--- src/rtl/traffic_light_fsm.sv ---
// rtl/traffic_light_fsm.sv - main/side street traffic light controller with pedestrian walk phase
module traffic_light_fsm #(
    parameter int TICK_DIV = 100000000
) (
    input  logic       clk,
    input  logic       systemReset_n,
    input  logic       reprogram,
    input  logic       sensor,
    input  logic       walk_request,
    input  logic [3:0] value,
    output logic [1:0] interval,
    output logic [2:0] mainLight,
    output logic [2:0] sideLight,
    output logic       walkLamp
);

    localparam int DW = (TICK_DIV > 2) ? $clog2(TICK_DIV) : 1;
    localparam logic [DW-1:0] DIV_LAST = DW'(TICK_DIV - 1);

    typedef enum logic [2:0] {
        S_MG1  = 3'd0,
        S_MG2  = 3'd1,
        S_MY   = 3'd2,
        S_WALK = 3'd3,
        S_SG1  = 3'd4,
        S_SG2  = 3'd5,
        S_SY   = 3'd6
    } state_t;

    state_t        state_q, state_d;
    logic [DW-1:0] div_q;
    logic [3:0]    cnt_q;
    logic          load_q;
    logic          ext_q;
    logic          walk_q;
    logic          tick;
    logic          expire;
    logic          enter_walk;

    assign tick       = (div_q == DIV_LAST);
    assign expire     = !load_q && tick && (cnt_q == 4'd1);
    assign enter_walk = (state_d == S_WALK) && (state_q != S_WALK);

    always_ff @(posedge clk or negedge systemReset_n) begin
        if (!systemReset_n) begin
            state_q <= S_MG1;
            div_q   <= '0;
            cnt_q   <= '0;
            load_q  <= 1'b1;
            ext_q   <= 1'b0;
            walk_q  <= 1'b0;
        end else begin
            state_q <= state_d;
            div_q   <= (reprogram || tick) ? '0 : div_q + 1'b1;
            load_q  <= reprogram || expire;
            walk_q  <= walk_request || (walk_q && !enter_walk);
            if (!reprogram) begin
                if (load_q) begin
                    cnt_q <= (value == 4'd0) ? 4'd1 : value;
                end else if (tick && (cnt_q > 4'd1)) begin
                    cnt_q <= cnt_q - 4'd1;
                end
            end
            // Extension choice is frozen at entry so the interval output stays purely registered
            if (!reprogram && expire && (state_d == S_MG2 || state_d == S_SG2)) begin
                ext_q <= sensor;
            end
        end
    end

    always_comb begin
        state_d = state_q;
        if (expire) begin
            case (state_q)
                S_MG1:   state_d = S_MG2;
                S_MG2:   state_d = S_MY;
                S_MY:    state_d = walk_q ? S_WALK : S_SG1;
                S_WALK:  state_d = S_SG1;
                S_SG1:   state_d = S_SG2;
                S_SG2:   state_d = S_SY;
                S_SY:    state_d = S_MG1;
                default: state_d = S_MG1;
            endcase
        end
        if (reprogram) begin
            state_d = S_MG1;
        end
    end

    always_comb begin
        interval  = 2'b00;
        mainLight = 3'b100;
        sideLight = 3'b100;
        walkLamp  = 1'b0;
        case (state_q)
            S_MG1: begin
                mainLight = 3'b001;
            end
            S_MG2: begin
                mainLight = 3'b001;
                interval  = ext_q ? 2'b01 : 2'b00;
            end
            S_MY: begin
                mainLight = 3'b010;
                interval  = 2'b10;
            end
            S_WALK: begin
                interval = 2'b11;
                walkLamp = 1'b1;
            end
            S_SG1: begin
                sideLight = 3'b001;
            end
            S_SG2: begin
                sideLight = 3'b001;
                interval  = ext_q ? 2'b01 : 2'b00;
            end
            S_SY: begin
                sideLight = 3'b010;
                interval  = 2'b10;
            end
            default: begin
                mainLight = 3'b001;
            end
        endcase
    end

endmodule

--- config.mk ---
export PLATFORM = sky130hd
export DESIGN_NAME = traffic_light_fsm
export DESIGN_NICKNAME = d
export VERILOG_FILES = /design/src/rtl/traffic_light_fsm.sv
export SDC_FILE = /design/constraint.sdc
export NUM_CORES = 1
export LEC_CHECK = 0
export BUFFER_PORTS_ARGS = -buffer_cell sky130_fd_sc_hd__clkbuf_2
export CORE_MARGIN = 4
export CORE_UTILIZATION = 41
export CTS_CLUSTER_SIZE = 10
export DETAILED_ROUTE_END_ITERATION = 16
export SLEW_MARGIN = 20
export SYNTH_ARGS = -nofsm -noshare
export SYNTH_HDL_FRONTEND = slang
export SYNTH_SLANG_ARGS = --single-unit
export TNS_END_PERCENT = 1
--- constraint.sdc ---
create_clock -name clk -period 3.8 [get_ports clk]
set_input_delay 0.19 -clock clk [delete_from_list [all_inputs] [get_ports clk]]
set_output_delay 0.19 -clock clk [all_outputs]
set_load 0.005 [all_outputs]
==> summary.txt <==
Worst setup path
  – Worst EP required: 3940 ps
  – CP Launch Type: register
  – CP max stage delay: 540 ps
  – Crit path cell chain: and3_1 > nand4_1 > nor3_1 > or2_2 > nor2_1
  – Capturing point of the worst reg2reg path: div_q[23]
  – Endpoint type of the worst setup path: register
  – CP max-delay cell: nor3_1
  – Worst Path Buf+Inv: 0
  – Critical path class: register to register
  – Critical Path AT: 2690 ps
  – RR Startpoint: div_q[7]
  – Cells on worst reg2reg path: 5
  – Critical path peak fanout: 26
  – Top Family by Delay on Critical Path: simple AND/OR/NAND/NOR gates
  – R2R Setup Slk: 1260 ps

Synth
  – Mapped Nets: 251
  – Synthesized instance count: 234
  – Synth Register Bits: 37
  – Primary FF master, synth: dfrtp_1
  – EDFF count, synth: 0
  – Sequential share of the synthesized area: 0.429
  – Mean post-synth cell area: 9.24 µm²
  – Total number of yosys warnings: 0
  – Synth Cell Area: 0.00216 mm²
  – Post-synth ARST share: 1.00
  – Synth cell types: 46

Power
  – Clk pwr share: 0.425
  – Maximum vdd drop: 234 µV
  – Switching Share: 0.223
  – Seq pwr share: 0.503
  – Comb pwr share: 0.073
  – Pwr dens: 343 mW/mm²
  – LEAKAGE: 1.06 nW
  – Pwr Total: 0.824 mW
  – Net Sw Power: 0.184 mW
  – Internal power: 0.641 mW

CTS
  – Hold_buf cts: 0
  – Post-CTS setup buffer count: 0
  – Root cell of the clock tree: clkbuf_8
  – CTS tree: yes
  – PostCTS Resize Cnt: 0
  – Clock Path Buffers: 2
  – Sink Count: 37
  – H-tree lvl count: 2
  – Total CTS buffers: 5
  – Clock-pin slew on the worst setup and hold paths: 80 ps
  – Clock Latency Late Sink: 280 ps

STA
  – Final setup fails: 0
  – Max-slew headroom: 0.387
  – Final slew viol count: 0
  – RSZ-0062 raised after global routing: false
  – Fmax: 0.393 GHz
  – Fin crit period: 2540 ps
  – Fin. Hold Viols: 0
  – Setup Skew: 10.2 ps
  – Worst-margin pin slew: 919 ps
  – Final Cycle Share: 0.669
  – Fin Setup TNS: 0 ps

Route
  – Routed length per instance: 13.4 µm
  – Met2 routed WL: 2.05 mm
  – Max Used Layer: met4
  – First-pass DRT Iterations: 4
  – Post-DRT Antenna Nets: 0
  – Vias: 1,703
  – Routed wire length: 4.33 mm
  – Met1 WL: 2.10 mm
  – Post-detailed-route DRC marker count: 0
  – Vias per std cell: 5.29
  – Starting DRT DRC Count: 114
  – Met3 WL: 152 µm

Cells and area
  – Layout Nets: 268
  – Area delta synth->final: 11.2%
  – Finished Cell Area: 0.00240 mm²
  – Layout cell share with drive strength beyond 1: 0.143
  – Ant. Diodes: 0
  – Most frequent cells in the layout: nor2_1 (40), dfrtp_1 (36), xor2_1 (17), clkbuf_2 (17), nand2_1 (15)
  – Commonest non-fill, non-tap cell in the layout: nor2_1

Floorplan
  – Row cnt: 26
  – # IOs: 18
  – Die ar.: 0.00650 mm²
  – Initial core utilization: 0.423
  – Die height: 80.6 µm
  – Area of the core: 0.00511 mm²
  – Die width: 80.6 µm

Worst hold path
  – HP Class: input port to asynchronous set/reset pin

Global routing
  – First-pass GRT wire length: 7.55 mm
  – Vias in the first global route: 1,664
  – Initial antenna violation count: 0
  – Largest net degree at the start of global routing: 38
  – Total GRT Usage: 0.146
  – Total grt overflow: 0

Flow run
  – Max_cap viols: 0

Placement
  – RePlAce Congestion: 0.795
  – HPWL after detailed placement: 3.03 mm
  – Number of buffers added on ports: 17
  – Placement Cell Area: 0.00229 mm²

Outcome
  – Status: complete, no violations
-- per-layer routing --
metal  global-route usage  vias to the layer above
li1                     -                      851
met1                0.191                      828
met2                0.244                       22
met3               0.0314                        2
met4               0.0389                        0
met5                    0                        -
-- area by class of cell --
cell class | count | area [µm²]
multi-input combinational | 178 | 1140
clock buffer | 7 | 86.3
tap | 70 | 87.6
clock inverter | 1 | 30.0
timing repair buffer | 17 | 85.1
fill | 518 | 2700
sequential | 37 | 927
inverter | 12 | 45.0
-- registers in the layout (all words and copies together) (netlist names) --
register	flops
cnt_q	4
div_q	27
ext_q	1
load_q	1
state_q	3
walk_q	1
-- how the worst max path moves through the flow --
stage	start	end	slack [ps]	cells past startpoint
finish	div_q[7]	div_q[23]	1260	5
global route	div_q[7]	div_q[26]	1080	5
CTS	div_q[7]	div_q[23]	1320	5
detailed placement	div_q[7]	div_q[23]	1350	5
global placement	div_q[7]	div_q[18]	1420	5
floorplan	div_q[0]	cnt_q[2]	1700	7
-- stage by stage --
stage / setup WS [ps] / util / instances / hold WS, ps
2_1_floorplan: 1700 / - / 234 / -106
3_3_place_gp: 1420 / 0.448 / 314 / 375
3_5_place_dp: 1350 / 0.448 / 314 / 384
4_1_cts: 1320 / 0.471 / 322 / 72.5
5_1_grt: 1080 / 0.471 / 322 / 110
6_report: 1260 / 0.471 / 322 / 28.8
-- Yosys cell counts, drive strengths merged, types with 2 or more instances --
| cell | count | area [µm²] |
|---|---|---|
| and4 | 2 | 17.5 |
| nor4b | 2 | 17.5 |
| nand2b | 2 | 12.5 |
| o41a | 3 | 33.8 |
| a31oi | 2 | 12.5 |
| mux2i | 2 | 20.0 |
| xnor2 | 7 | 61.3 |
| xor2 | 17 | 149 |
| ha | 8 | 100 |
| nor2b | 2 | 12.5 |
| inv | 12 | 45.0 |
| nand2 | 15 | 56.3 |
| nand3b | 2 | 15.0 |
| a211oi | 2 | 15.0 |
| and2 | 2 | 12.5 |
| buf | 6 | 43.8 |
| nor4 | 4 | 40.0 |
| nor3 | 8 | 40.0 |
| o21ai | 4 | 20.0 |
| or2 | 4 | 25.0 |
| nor2 | 40 | 150 |
| a21oi | 6 | 30.0 |
| or3 | 2 | 13.8 |
| dfrtp | 36 | 901 |
| and3 | 5 | 31.3 |
| nand3 | 14 | 75.1 |
| nand4 | 12 | 75.1 |
-- power groups by stage --
stage	Sequential (mW)	Combinational (mW)	Clock, mW
6_report	0.414	0.0598	0.350
5_1_grt	0.416	0.0690	0.376
4_1_cts	0.414	0.0612	0.359
3_5_place_dp	0.422	0.0607	0
3_3_place_gp	0.422	0.0607	0
2_1_floorplan	0.419	0.0417	0
-- cells by family after synthesis --
kind of cell	after synthesis	share of synthesized area
AO/OA/AOI/OAI	24	0.0799
XOR/XNOR	24	0.0972
adder cells (fa/ha/maj)	8	0.0463
buffers and inverters	19	0.0428
flip-flops	37	0.429
multiplexers	3	0.0145
AND/OR/NAND/NOR	119	0.291
-- worst register-to-register path: cells and delay by family (launching register included) --
family	cells	cell delay [ps]
AND/OR/NAND/NOR	5	1890
flip-flops	1	530
Note: power is estimated with default switching activity, not from simulation.
